File: config.mk
export PLATFORM = sky130hd
export DESIGN_NAME = joy_md_scanner
export DESIGN_NICKNAME = d
export VERILOG_FILES = /design/src/rtl/joy_pkg.sv /design/src/rtl/joy_md_decode.sv /design/src/rtl/joy_md_scanner.sv
export SDC_FILE = /design/constraint.sdc
export NUM_CORES = 1
export LEC_CHECK = 0
export CAP_MARGIN = 20
export CORE_UTILIZATION = 55
export DETAILED_ROUTE_END_ITERATION = 10
export PLACE_DENSITY_LB_ADDON = 0.3
export SETUP_SLACK_MARGIN = 0.3
export SLEW_MARGIN = 10
export SYNTH_ARGS = -nofsm -noshare
export SYNTH_HDL_FRONTEND = slang
export SYNTH_SLANG_ARGS = --single-unit
File: constraint.sdc
create_clock -name i_clk -period 3.6 [get_ports i_clk]
set_clock_uncertainty 0.15 [all_clocks]
set_input_delay 0.36 -clock i_clk [delete_from_list [all_inputs] [get_ports i_clk]]
set_output_delay 0.36 -clock i_clk [all_outputs]
set_load 0.01 [all_outputs]
File: src/rtl/joy_pkg.sv
// Shared types and bit/pin indices for the Megadrive DB9 splitter scanner.
package joy_pkg;

    typedef enum logic [1:0] {
        StGap,
        StPhase,
        StCommit
    } state_e;

    // Joystick word bit positions (active high)
    localparam int unsigned JOY_R     = 0;
    localparam int unsigned JOY_L     = 1;
    localparam int unsigned JOY_D     = 2;
    localparam int unsigned JOY_U     = 3;
    localparam int unsigned JOY_A     = 4;
    localparam int unsigned JOY_B     = 5;
    localparam int unsigned JOY_C     = 6;
    localparam int unsigned JOY_START = 7;
    localparam int unsigned JOY_X     = 8;
    localparam int unsigned JOY_Y     = 9;
    localparam int unsigned JOY_Z     = 10;
    localparam int unsigned JOY_MODE  = 11;

    // Raw pin positions in joy_in
    localparam int unsigned PIN_UP    = 0;
    localparam int unsigned PIN_DOWN  = 1;
    localparam int unsigned PIN_LEFT  = 2;
    localparam int unsigned PIN_RIGHT = 3;
    localparam int unsigned PIN_6     = 4;
    localparam int unsigned PIN_9     = 5;

endpackage

File: src/rtl/joy_md_decode.sv
// Per-port shadow registers: captures pad pins at each sampled phase and builds the
// joystick word plus present/six-button flags for the next commit.
module joy_md_decode
    import joy_pkg::*;
(
    input  logic        i_clk,
    input  logic        i_rst_n,
    input  logic        i_clear,
    input  logic        i_strobe,
    input  logic [2:0]  i_phase,
    input  logic [5:0]  i_pins,
    output logic [15:0] o_word,
    output logic        o_present,
    output logic        o_six
);

    logic [5:0]  w_act;
    logic [11:0] r_word;
    logic        r_present;
    logic        r_six;

    assign w_act = ~i_pins;

    always_ff @(posedge i_clk or negedge i_rst_n) begin
        if (!i_rst_n) begin
            r_word    <= '0;
            r_present <= 1'b0;
            r_six     <= 1'b0;
        end else if (i_clear) begin
            r_word    <= '0;
            r_present <= 1'b0;
            r_six     <= 1'b0;
        end else if (i_strobe) begin
            case (i_phase)
                3'd0: begin
                    r_word[JOY_U] <= w_act[PIN_UP];
                    r_word[JOY_D] <= w_act[PIN_DOWN];
                    r_word[JOY_L] <= w_act[PIN_LEFT];
                    r_word[JOY_R] <= w_act[PIN_RIGHT];
                    r_word[JOY_B] <= w_act[PIN_6];
                    r_word[JOY_C] <= w_act[PIN_9];
                end
                3'd1: begin
                    r_word[JOY_A]     <= w_act[PIN_6];
                    r_word[JOY_START] <= w_act[PIN_9];
                    r_present         <= w_act[PIN_LEFT] & w_act[PIN_RIGHT];
                end
                3'd3: begin
                    r_six <= w_act[PIN_UP] & w_act[PIN_DOWN] & w_act[PIN_LEFT] & w_act[PIN_RIGHT];
                end
                3'd4: begin
                    // r_six was captured at phase 3 of this same scan
                    r_word[JOY_Z]    <= r_six & w_act[PIN_UP];
                    r_word[JOY_Y]    <= r_six & w_act[PIN_DOWN];
                    r_word[JOY_X]    <= r_six & w_act[PIN_LEFT];
                    r_word[JOY_MODE] <= r_six & w_act[PIN_RIGHT];
                end
                default: ;
            endcase
        end
    end

    assign o_present = r_present;
    assign o_six     = r_present & r_six;
    assign o_word    = r_present ? {4'b0000, r_word} : 16'h0000;

endmodule

File: src/rtl/joy_md_scanner.sv
// Megadrive DB9 splitter sequencer: steps SELECT and port select through the 8-phase
// 3/6-button protocol, samples both pads, and commits decoded words once per scan.
module joy_md_scanner
    import joy_pkg::*;
#(
    parameter int unsigned SETTLE   = 480,
    parameter int unsigned SCAN_GAP = 96000
) (
    input  logic        i_clk,
    input  logic        i_rst_n,
    input  logic        i_enable,
    input  logic [5:0]  i_joy_in,
    output logic        o_joy_split,
    output logic        o_joy_mdsel,
    output logic [15:0] o_joystick1,
    output logic [15:0] o_joystick2,
    output logic [1:0]  o_present,
    output logic [1:0]  o_six_btn,
    output logic        o_scan_done
);

    localparam int unsigned TW = $clog2(SETTLE > SCAN_GAP ? SETTLE : SCAN_GAP);
    localparam logic [TW-1:0] SETTLE_LD = TW'(SETTLE - 1);
    localparam logic [TW-1:0] GAP_LD    = TW'(SCAN_GAP - 1);
    // The COMMIT cycle already holds SELECT high, so the gap after it is one shorter
    localparam logic [TW-1:0] RESUME_LD = TW'(SCAN_GAP - 2);

    state_e       r_state;
    logic [TW-1:0] r_timer;
    logic [3:0]   r_step;
    logic         r_mdsel;
    logic         r_split;
    logic [15:0]  r_joy1;
    logic [15:0]  r_joy2;
    logic [1:0]   r_present;
    logic [1:0]   r_six;
    logic         r_scan_done;
    logic [5:0]   r_sync1;
    logic [5:0]   r_sync2;

    logic         w_sample;
    logic [3:0]   w_step_nxt;
    logic [15:0]  w_word1;
    logic [15:0]  w_word2;
    logic         w_pres1;
    logic         w_pres2;
    logic         w_six1;
    logic         w_six2;

    always_ff @(posedge i_clk or negedge i_rst_n) begin
        if (!i_rst_n) begin
            r_sync1 <= 6'h3f;
            r_sync2 <= 6'h3f;
        end else begin
            r_sync1 <= i_joy_in;
            r_sync2 <= r_sync1;
        end
    end

    assign w_sample   = (r_state == StPhase) && (r_timer == '0);
    assign w_step_nxt = r_step + 4'd1;

    joy_md_decode u_dec1 (
        .i_clk     (i_clk),
        .i_rst_n   (i_rst_n),
        .i_clear   (~i_enable),
        .i_strobe  (w_sample & ~r_split),
        .i_phase   (r_step[3:1]),
        .i_pins    (r_sync2),
        .o_word    (w_word1),
        .o_present (w_pres1),
        .o_six     (w_six1)
    );

    joy_md_decode u_dec2 (
        .i_clk     (i_clk),
        .i_rst_n   (i_rst_n),
        .i_clear   (~i_enable),
        .i_strobe  (w_sample & r_split),
        .i_phase   (r_step[3:1]),
        .i_pins    (r_sync2),
        .o_word    (w_word2),
        .o_present (w_pres2),
        .o_six     (w_six2)
    );

    always_ff @(posedge i_clk or negedge i_rst_n) begin
        if (!i_rst_n) begin
            r_state     <= StGap;
            r_timer     <= GAP_LD;
            r_step      <= '0;
            r_mdsel     <= 1'b1;
            r_split     <= 1'b0;
            r_joy1      <= '0;
            r_joy2      <= '0;
            r_present   <= '0;
            r_six       <= '0;
            r_scan_done <= 1'b0;
        end else if (!i_enable) begin
            r_state     <= StGap;
            r_timer     <= GAP_LD;
            r_step      <= '0;
            r_mdsel     <= 1'b1;
            r_split     <= 1'b0;
            r_joy1      <= '0;
            r_joy2      <= '0;
            r_present   <= '0;
            r_six       <= '0;
            r_scan_done <= 1'b0;
        end else begin
            r_scan_done <= 1'b0;
            case (r_state)
                StGap: begin
                    if (r_timer == '0) begin
                        r_state <= StPhase;
                        r_step  <= '0;
                        r_timer <= SETTLE_LD;
                        r_mdsel <= 1'b1;
                        r_split <= 1'b0;
                    end else begin
                        r_timer <= r_timer - 1'b1;
                    end
                end
                StPhase: begin
                    if (r_timer != '0) begin
                        r_timer <= r_timer - 1'b1;
                    end else if (r_step == 4'd15) begin
                        r_state <= StCommit;
                        r_mdsel <= 1'b1;
                        r_split <= 1'b0;
                    end else begin
                        // step = {phase, port}; SELECT is high on even phases
                        r_step  <= w_step_nxt;
                        r_timer <= SETTLE_LD;
                        r_mdsel <= ~w_step_nxt[1];
                        r_split <= w_step_nxt[0];
                    end
                end
                StCommit: begin
                    r_joy1      <= w_word1;
                    r_joy2      <= w_word2;
                    r_present   <= {w_pres2, w_pres1};
                    r_six       <= {w_six2, w_six1};
                    r_scan_done <= 1'b1;
                    r_state     <= StGap;
                    r_timer     <= RESUME_LD;
                end
                default: begin
                    r_state <= StGap;
                    r_timer <= GAP_LD;
                end
            endcase
        end
    end

    assign o_joy_split = r_split;
    assign o_joy_mdsel = r_mdsel;
    assign o_joystick1 = r_joy1;
    assign o_joystick2 = r_joy2;
    assign o_present   = r_present;
    assign o_six_btn   = r_six;
    assign o_scan_done = r_scan_done;

endmodule

==> results.txt, run 1 <==
The flow ran to the end, and the final reports show no timing, DRC or antenna violations. The number of optimization iterations in the first detailed-route pass is 5. The detailed router finished its first iteration with 345 violations. The cell area after synthesis came out at between 0.004 and 0.005 mm2.

The largest vdd supply drop came out at around 0.00021 V. The number of remaining DRC errors is 0. Setup repair after global routing left no endpoint under its margin. The maximum buffer depth of the clock tree came out at 2.

The starting utilization of the core area came out at 0.566. The worst path meets setup with 0.907 ns of slack. The setup violation total in the final timing report came out at 0. At the end of the flow, the number of nets in the layout was 438. In the final routed layout, each cell accounts on average for approximately 18 um. Walking the worst path, the cells encountered are inv_1 > ha_1 > nor2b_1 > and3_1 > buf_4 > a21oi_1 > a221o_1. Counting both buffers and inverters, the worst setup path holds a total of 2. Data on the critical path is required at its endpoint by 3.69 ns.

The number of max-slew violations in the final report was 0. Detailed routing inserted a total of 3,313 vias. The layout overhead on the synthesized area is 14.6%. The clock root buffer master is sky130_fd_sc_hd__clkbuf_8. Wires add up to roughly 9.3 mm. The count of pins on the block boundary came out at 48. The width of the chip is 91.2 um. The number of antenna violations at the first check in global routing came to 0.

The most used flip-flop cell after synthesis is sky130_fd_sc_hd__dfrtp_1. The startpoint type of the worst setup path is a register. The clock period could shrink to approximately 2.7 ns. The post-placement setup slack is ~0.85 ns. The design draws 1.92 mW. The proportion of synthesized flip-flops having asynchronous set or reset is 1.00. The synthesized netlist cell count came out at 396.

Input and output buffers added on the ports amount to 39. The all-layer global routing usage came out at 0.245. In this run, synthesis produced a sequential element count of 94. The number of maximum-capacitance constraint violations came out at 0. Counting the buffers created by CTS gives 9. The insertion delay to the later sink of the worst-skew pair came out at 0.36 ns. The yosys synthesis warning count is 0. The worst-path maximum fanout came out at 19. The part of the Yosys area used for sequential elements came out at 0.546. By startpoint and endpoint, the worst setup path is classified as reg2reg.

The tightest min-delay check is of the reg2reg type. The post-cts resize count is 0. For the worst setup path, the data arrival time is 2.79 ns.

Measured on the finished design, the core utilization comes to 0.648. The post-route setup TNS is 0 ns. The maximum level of the CTS H-tree is 3.

The first global-routing pass estimated 16.0 mm of wire. In this run, synthesis inferred 0 flip-flops with an integrated enable. The final estimated routing congestion in global placement came out at approximately 0.83. The number of routed nets with antenna violations is 0. The number of distinct standard cells referenced by the synthesized netlist is 54. Of the available clock period, the critical path in the final layout requires 0.748. The pin slew with the least headroom to its limit is 0.924 ns. Dividing total power by cell area gives a power density of 383 mW/mm2. The number of global-route vias before repair is 3,138.

Setup slack on the worst reg-to-reg path comes out at 0.91 ns. The total overflow reported by the global router is 0. The HPWL after detailed placement came out at approximately 6.3 mm. The total area inside the core boundary comes to 0.00773 mm2.

The number of buffers inserted by post-CTS setup repair is 0. The cell family contributing the most delay on the critical path is simple AND/OR/NAND/NOR gates. The number of rows in the core area is 32. Summed over all cells, the static leakage comes to 2.14 nW. The critical path's slowest cell is sky130_fd_sc_hd__and3_1. The number of inserted diodes is 0.

Across all hold checks on the routed design, the worst slack comes to 0.208 ns. TritonCTS built the clock tree. STA classifies the critical path endpoint as a register.

The average instance in the mapped netlist occupies 11.0 um2. The overall die area came out at 0.00831 mm2. In the final layout, the share of cells above drive strength 1 is 0.135. The clock input transition at the sequential cells of the worst setup and hold paths came out at 0.09 ns. The cell accounting for the most synthesized area is sky130_fd_sc_hd__dfrtp_1. The fraction of synthesized cell area taken by the top area cell type came out at 0.383.

The highest achievable clock rate is approximately 0.37 GHz. For this run, the slowest stage of the critical path takes 0.68 ns. The worst relative slew slack is 0.381. Measured along the y axis, the die boundary spans around 91 um. The detailed-route vias per instance came out at 6.23. The clock sink total came out at between 90 and 100.

The hold violation count in the final report was 0. Entering global routing, the biggest net connects 41 pins. Ranked by total cell area, the synthesized netlist is headed by sky130_fd_sc_hd__dfrtp_1 (38%), sky130_fd_sc_hd__dfstp_2 (16%), sky130_fd_sc_hd__a221o_1 (6.0%).
==> worst register-to-register path, delay by kind of cell (launching register included) <==
kind                       cells  cell delay, ns
and+or+nand+nor                2            1.05
buffers and inverters          2            0.43
AOI/OAI and AO/OA              2            0.41
DFF                            1            0.38
adders and majority gates      1            0.18
==> cells in the mapped netlist, types with 4 or more instances <==
cell type and number:
sky130_fd_sc_hd__dfrtp_1 67, sky130_fd_sc_hd__nand2_1 39, sky130_fd_sc_hd__a21oi_1 29, sky130_fd_sc_hd__dfstp_2 27, sky130_fd_sc_hd__a221o_1 26, sky130_fd_sc_hd__a22o_1 26, sky130_fd_sc_hd__clkbuf_1 17, sky130_fd_sc_hd__buf_4 14
sky130_fd_sc_hd__nor2_1 13, sky130_fd_sc_hd__nor3_1 11, sky130_fd_sc_hd__nor2b_1 9, sky130_fd_sc_hd__nand3_1 8, sky130_fd_sc_hd__o21ai_0 8, sky130_fd_sc_hd__nand2b_1 6, sky130_fd_sc_hd__or3_1 6, sky130_fd_sc_hd__a31oi_1 5
sky130_fd_sc_hd__nor4_1 5, sky130_fd_sc_hd__o211ai_1 5, sky130_fd_sc_hd__a21boi_0 4, sky130_fd_sc_hd__inv_1 4, sky130_fd_sc_hd__mux2i_1 4, sky130_fd_sc_hd__nand4_1 4
==> flip-flops by register name, indices dropped and copies added, names as in the netlist, 2 cells and up <==
name / cells
o_six_btn: 2
r_timer: 17
u_dec2.r_word: 12
o_joystick2: 12
o_joystick1: 12
r_sync2: 6
u_dec1.r_word: 12
r_state: 2
o_present: 2
r_step: 4
r_sync1: 6
==> area by class of cell <==
type                            count  area (um2)
Fill cell                         599        2720
Timing Repair Buffer               48         458
Sequential cell                    94        2390
Multi-Input combinational cell    269        1810
Tap cell                          102         128
Clock buffer                       11         141
Clock inverter                      4        72.6
Inverter                            4        15.0
==> stage by stage <==
| stage | instance area (um2) | instances |
|---|---|---|
| after floorplan | 4400 | 403 |
| after global placement | 4790 | 516 |
| after detailed placement | 4790 | 516 |
| after CTS | 5010 | 532 |
| after global routing | 5010 | 532 |
| final | 5010 | 532 |
==> worst paths after layout <==
path / cells after the start / end / from
worst max-delay path: 7 / u_dec2.r_word[5] / r_timer[0]
worst min-delay path: 0 / r_sync2[4] / r_sync1[4]
worst max register to register: 7 / u_dec2.r_word[5] / r_timer[0]
worst min register to register: 0 / r_sync2[4] / r_sync1[4]
max in group asynchronous: 3 / r_timer[13] / i_rst_n
min in group asynchronous: 2 / o_joystick2[3] / i_rst_n
==> power by group <==
part	switching, mW	internal [mW]
clock	0.350	0.406
sequential	0.00615	1.07
combinational	0.0585	0.0237
==> routing by layer <==
metal,global-route usage,vias to the layer above,share of wire
met2,0.379,123,0.48
met4,0.0992,0,0.022
met3,0.0402,16,0.046
met1,0.345,1645,0.46
met5,0,-,0
li1,-,1529,-
==> cell families after synthesis <==
family	count (synthesis)	synth area share
mux	4	0.00916
simple gates	128	0.169
flops	94	0.546
xor+xnor	3	0.00601
compound gates	123	0.213
buf+inv	40	0.0472
other cells	1	0.000858
fa+ha+maj	3	0.00858
==> layout by cell type (no fill, tap or decap), types with 3 or more instances in the layout <==
cell type                         instances
sky130_fd_sc_hd__nand3_1                  8
sky130_fd_sc_hd__o31a_1                   3
sky130_fd_sc_hd__nor2_1                  13
sky130_fd_sc_hd__ha_1                     3
sky130_fd_sc_hd__or3_1                    6
sky130_fd_sc_hd__buf_4                    9
sky130_fd_sc_hd__a31oi_1                  5
sky130_fd_sc_hd__nand2b_1                 6
sky130_fd_sc_hd__nand4b_1                 3
sky130_fd_sc_hd__nor4_1                   5
sky130_fd_sc_hd__dfstp_2                 27
sky130_fd_sc_hd__clkbuf_8                10
sky130_fd_sc_hd__inv_1                    4
sky130_fd_sc_hd__a221o_1                 26
sky130_fd_sc_hd__o21a_1                   3
sky130_fd_sc_hd__nor3_1                  11
sky130_fd_sc_hd__and3_1                   3
sky130_fd_sc_hd__o21ai_0                  8
sky130_fd_sc_hd__nand4_1                  4
sky130_fd_sc_hd__a22o_1                  26
sky130_fd_sc_hd__conb_1                   8
sky130_fd_sc_hd__nor2b_1                  9
sky130_fd_sc_hd__dfrtp_1                 67
sky130_fd_sc_hd__clkdlybuf4s50_1         38
sky130_fd_sc_hd__nand2_1                 39
sky130_fd_sc_hd__mux2i_1                  4
sky130_fd_sc_hd__o211ai_1                 5
sky130_fd_sc_hd__a21boi_0                 4
sky130_fd_sc_hd__a21oi_1                 29
==> repair_timing <==
item                       4_1_cts  5_1_grt
setup endpoints to repair        0        0
hold buffers                     1        0
hold endpoints to repair        33        0
Note: power is estimated with default switching activity, not from simulation.
==> run 2: changes to the inputs <==
clock period = 2.7 ns   (was 3.6 ns; I/O delays follow)
==> results.txt, run 2 (synthesis results as in run 1) <==
The flow ran to the end, and the final reports show no timing, DRC or antenna violations. The clock sink total is 94. Once layout is complete, the utilization of the core stands at 0.663. The maximum number of pins on one net before global-route repair is 54. Setup repair after global routing left no endpoint under its margin. The worst-case setup margin in the final layout is around 0.45 ns.

The number of rows in the core area is 32. The part of the cycle the worst path needs is 0.832. The count of buffer and inverter cells on the critical path came out at 2. The number of violations reported at the end of detailed-routing iteration 0 came out at 365. The maximum cell stage delay along the critical path came out at 0.54 ns. The number of antenna violations at the first check in global routing is 0. The all-layer global routing usage is 0.247.

The required time of the critical path is 2.80 ns. For this design the total switching power over the nets is roughly 0.60 mW. TritonCTS built the clock tree. The total overflow reported by the global router is 0. Of the total power, combinational logic draws 0.045. Walking the worst path, the cells encountered are inv_1 > ha_1 > nor2b_2 > and3_1 > buf_12 > and4b_1 > a221o_1.

The most critical setup path has its startpoint at r_timer[0]. Counting cells, the worst reg-to-reg path comes to 7. The post-placement setup slack is 0.356 ns. Relative to the synthesized area, the layout overhead comes to 17.2%.

The minimum setup slack among reg-to-reg paths came out at between 0.4 and 0.5 ns. The clock input transition at the sequential cells of the worst setup and hold paths came out at around 0.09 ns. The analysis attributes to cell leakage a power of 2.21 nW. The register with the most flip-flops in the final layout is r_timer. The library cell used most frequently in the layout, excluding fill and tap cells, is sky130_fd_sc_hd__dfrtp_1. The worst setup path is captured at a register. In this run the remaining antenna-violating nets after routing total 0. For hold timing, the worst endpoint is r_sync1[1]. The number of instances on the worst hold path came out at 1. The count of pins on the block boundary came out at 48. The clock passes through at most 2 buffers. The setup violation total in the final timing report is 0. The number of buffers created by CTS came out at 9. The total power per unit cell area came out at 493 mW/mm2. The total number of vias came out at 3,415. The endpoint arrival time on the critical path is 2.35 ns. The met1 global-route usage is 0.352.

The fraction of power consumed by sequential logic is 0.569. The met3 track utilization from global routing is 0.0452. The insertion delay to the later sink of the worst-skew pair is between 0.3 and 0.4 ns. The overall die area is 0.00831 mm2.

For the final routed database, the setup TNS stands at 0 ns. The worst hold path belongs to the class in2reg. For this run, global-route usage on met2 was measured as 0.366. The end of the worst register-to-register path is u_dec1.r_word[11]. The final-layout fill cell count is 569. The count of buffers inserted at the top-level ports came out at 39.

The HPWL after detailed placement is 6.56 mm. The vertical die dimension came out at 91.2 um. The number of remaining DRC errors is 0. The number of inserted diodes is 0. The fraction of layout cells with a size suffix above 1 came out at 0.167. The floorplan core area came out at 0.00773 mm2.

The maximum level of the CTS H-tree is 3. The wire length of the first global-routing pass came out at 15.8 mm. Registers take 0.00239 mm2. The number of max-slew violations in the final report was 0. STA classifies the critical path startpoint as a register. Subtracting the final worst setup slack from the clock period gives 2.25 ns. The count of nets after finishing came out at 450. After detailed placement, the design holds a cell count of around 530. Internal power comes to 1.93 mW.

The largest vdd supply drop came out at 0.000437 V. In the final routed layout, each cell accounts on average for 17.9 um. In this run the post-CTS setup repair buffer count came out at 0. The overall power consumption is 2.53 mW. The path type of the worst setup path is reg2reg.

The number of maximum-capacitance constraint violations is 0. In this run the tightest slew margin relative to its limit is 0.600. The final standard cell count with taps included and fillers excluded is ~550. The number of global-route vias before repair came out at 3,143.

The most heavily used metal layer in global routing is met2. The register with the most flip-flops in the layout has 17 of them. The starting utilization of the core area came out at 0.566. In the routed layout, each cell is associated on average with a via count of 6.27. Clock tree synthesis selected as its root buffer the cell sky130_fd_sc_hd__clkbuf_8. The final estimated routing congestion in global placement is 0.841.

In the layout the commonest cells are sky130_fd_sc_hd__dfrtp_1 (67), sky130_fd_sc_hd__nand2_1 (39), sky130_fd_sc_hd__clkdlybuf4s50_1 (38). The width of the chip came out at 91.2 um. The clock network power share is 0.385.

The kind of cell adding the most delay to the critical path is simple AND/OR/NAND/NOR gates. The highest achievable clock rate came out at 0.445 GHz. The hold violation count in the final report is 0. The pin slew with the least headroom to its limit is 0.598 ns. In the final layout, the multi-input gates occupy 0.00182 mm2. In this run the most critical hold path is launched from i_joy_in[1]. The first detailed-routing pass ran for 5 iterations. Of the total power, the share spent switching nets is 0.237.

For this block, the routed nets add up to slightly below 10 mm of wire. For this design, the slowest cell found on the critical path is sky130_fd_sc_hd__dfstp_2. The worst-path maximum fanout came out at 40. The reg-to-reg startpoint is r_timer[0].
run 2: layout make-up:
cell class	instances	area share
clock inverter	5	0.0125
clock buffer	11	0.0276
timing repair buffer	60	0.112
sequential	94	0.466
tap	102	0.0249
inverter	4	0.00293
multi-input combinational	269	0.355
run 2: worst register-to-register path, cell delays in order, from the launching register on:
cell and delay, ns:
sky130_fd_sc_hd__dfstp_2 0.54, sky130_fd_sc_hd__inv_1 0.07, sky130_fd_sc_hd__ha_1 0.21, sky130_fd_sc_hd__nor2b_2 0.19, sky130_fd_sc_hd__and3_1 0.21, sky130_fd_sc_hd__buf_12 0.18, sky130_fd_sc_hd__and4b_1 0.28, sky130_fd_sc_hd__a221o_1 0.30
run 2: power groups by stage:
stage	registers [mW]	clock network (mW)	logic [mW]
after floorplan	1.46	0	0.0605
after global placement	1.46	0	0.112
after detailed placement	1.47	0	0.114
after CTS	1.44	0.990	0.115
after global routing	1.44	1.05	0.129
final	1.44	0.974	0.114
run 2: how the worst max path moves through the flow:
stage,cells after the start,slack (ns),end
3_5_place_dp,6,0.36,u_dec2.r_word[3]
6_report,7,0.45,u_dec1.r_word[11]
5_1_grt,4,0.37,u_dec1.r_word[11]
4_1_cts,7,0.32,r_step[2]
2_1_floorplan,7,0.68,r_timer[11]
3_3_place_gp,6,0.44,r_timer[11]
run 2: repair_timing:
action | 4_1_cts | 5_1_grt
endpoints found under the hold margin | 34 | 0
hold buffers | 1 | 0
resized for setup | 0 | 2
setup endpoints to repair | 0 | 27
run 2: metrics by stage:
stage,area [um2],hold slack [ns]
floorplan,4400,-0.176
global placement,4900,0.134
detailed placement,4900,0.140
CTS,5120,0.136
global route,5120,0.144
finish,5120,0.143
run 2: metal layers:
metal,vias to the layer above,wire length (um)
li1,1556,-
met1,1692,4370
met2,144,4600
met3,23,515
met4,0,267
met5,-,0
==> run 3: changes to the inputs <==
clock period = 2.2 ns   (was 2.7 ns; I/O delays follow)
==> results.txt, run 3 (synthesis results as in run 1) <==
The overall die area is 0.00831 mm2. The maximum buffer depth of the clock tree came out at 2. The worst-case setup margin in the final layout is 0.167 ns.

The width of the chip is between 90 and 100 um. The number of remaining DRC errors is 0. The layout overhead on the synthesized area is 29.4%. The cell area after layout came out at 0.00566 mm2. The clock input transition at the sequential cells of the worst setup and hold paths is 0.09 ns. Setup violations remaining at the end of the flow were counted as 0. The HPWL after detailed placement came out at 6.99 mm. The number of buffers created by CTS came out at 9. The wire length of the first global-routing pass came out at between 15 and 20 mm. The number of inserted diodes is 0. Port buffering added 39 buffers.

The number of violations reported at the end of detailed-routing iteration 0 came out at 278. Once layout is complete, the utilization of the core stands at 0.732. Data on the critical path arrives at its endpoint at between 2 and 2.5 ns. During I/O placement, the number of pins put on the boundary was 48. CTS placed an instance of sky130_fd_sc_hd__clkbuf_8 at the clock tree root. In the layout the commonest cells are sky130_fd_sc_hd__dfrtp_1 (67), sky130_fd_sc_hd__buf_4 (45), sky130_fd_sc_hd__nand2_1 (39). The final-layout fill cell count is 494. The total overflow reported by the global router came out at 0.

The all-layer global routing usage is 0.276. Dividing the detail-routed wire length by the instance count gives ~19 um. The number of maximum-capacitance constraint violations is 0. The multi-input logic area came out at 0.00199 mm2.

The required time of the critical path came out at about 2.3 ns. The number of optimization iterations in the first detailed-route pass came out at 5. The maximum number of pins on one net before global-route repair came out at 39.

The number of max-slew violations in the final report is 0. The maximum level of the CTS H-tree came out at 3. The number of instances on the worst hold path came out at 1.

The count of nets left with antenna violations once routing finished came out at 0. The worst-case hold slack is just over 0.1 ns. The run finished with clean final reports.

In this run the standard cell core region covers 0.00773 mm2. For flop-to-flop paths, the worst setup slack is 0.17 ns. The initial utilization of the core area, before any placement, comes to 0.566. Ranked by flip-flop count, first place goes to r_timer. In this run the most critical hold path is launched from i_joy_in[4].

The detailed-route vias per instance is 6.27. Clock tree synthesis found a total of 94 sinks. The startpoint identified for the worst register-to-register timing path is r_timer[5].

The floorplan has 32 rows. The hold violation count in the final report is 0. In this run the critical register-to-register path is captured at u_dec1.r_word[11]. The worst setup path is of the reg2reg kind. The startpoint type of the worst setup path is a register.

The fraction of layout cells with a size suffix above 1 came out at 0.294. At the end of routability-driven placement, the weighted congestion stood at about 0.87. The flip-flop and latch area came out at between 0.002 and 0.0025 mm2. The library cell used most frequently in the layout, excluding fill and tap cells, is sky130_fd_sc_hd__dfrtp_1. The leakage power figure came out at approximately 2.5 nW. The insertion delay to the later sink of the worst-skew pair came out at 0.37 ns. The endpoint of the worst hold-timing path is r_sync1[4].

The number of antenna violations at the first check in global routing was 0. The count of nets after finishing came out at 487. The part of the cycle the worst path needs came out at 0.924.

TritonCTS built the clock tree. The total number of vias came out at between 3,000 and 4,000. At the placement stage, the worst setup path has a slack of ~0.036 ns. The number of cells on the worst reg-to-reg path is 7.

The category of the worst setup path capture point is a register. The tightest min-delay check is of the in2reg type. After layout, the minimum clock period comes to between 2 and 2.5 ns. The number of global-route vias before repair came out at 3,502. The area after detailed placement came out at 0.00509 mm2. The worst-path maximum fanout is 6.

Timing would allow up to 0.492 GHz. The post-route setup TNS came out at 0 ns. The total power per unit cell area is 536 mW/mm2. Setup repair after global routing could not meet its margin everywhere. The total wire length after detailed routing is 10.9 mm. The vertical die dimension came out at 91.2 um. The largest vdd supply drop came out at about 0.00038 V. The number of flip-flops under the largest register name is 17.
run 3: layout make-up:
type                    count  share of cell area
clock buffers               9              0.0219
repair buffers             97               0.168
flip-flops and latches     94               0.422
clock inverters             7              0.0115
well taps                 102              0.0226
inverters                   4             0.00265
multi-input cells         269               0.352
run 3: what timing repair did:
item                                    in CTS  in global routing
hold endpoints to repair                    31                  0
hold buffers                                 1                  0
gates cloned                                 1                  0
pin swaps                                   11                 12
resized for setup                           20                 23
buffers inserted                            17                  3
endpoints found under the setup margin      52                 60
run 3: how the worst max path moves through the flow:
| stage | startpoint | end |
|---|---|---|
| floorplan | r_timer[2] | r_timer[16] |
| global placement | r_timer[0] | u_dec2.r_word[9] |
| detailed placement | i_enable | o_joystick2[8] |
| CTS | r_timer[1] | u_dec1.r_word[11] |
| global route | r_timer[5] | u_dec2.r_word[3] |
| finish | r_timer[5] | u_dec1.r_word[11] |
run 3: stage by stage:
step	instances	power, mW
after global routing	582	3.16
final	582	3.03
after detailed placement	544	1.95
after CTS	579	3.04
after global placement	544	1.94
after floorplan	403	1.87
run 3: metal layers:
metal	vias up	GRT usage	wire length, um
met5	-	0	0
met3	22	0.0477	695
li1	1637	-	-
met4	0	0.122	234
met1	1807	0.361	4470
met2	183	0.455	5520
run 3: critical path, cell delays in order, from the launching register on:
cell and delay (ns):
sky130_fd_sc_hd__dfstp_2 0.40, sky130_fd_sc_hd__nor4_4 0.40, sky130_fd_sc_hd__and3_4 0.30, sky130_fd_sc_hd__buf_12 0.12, sky130_fd_sc_hd__buf_4 0.11, sky130_fd_sc_hd__buf_6 0.09, sky130_fd_sc_hd__a21oi_1 0.07, sky130_fd_sc_hd__a221o_1 0.28
run 3: power by group:
| part | switching (mW) | internal, mW |
|---|---|---|
| clock network | 0.651 | 0.436 |
| registers | 0.00958 | 1.76 |
| logic | 0.111 | 0.0673 |
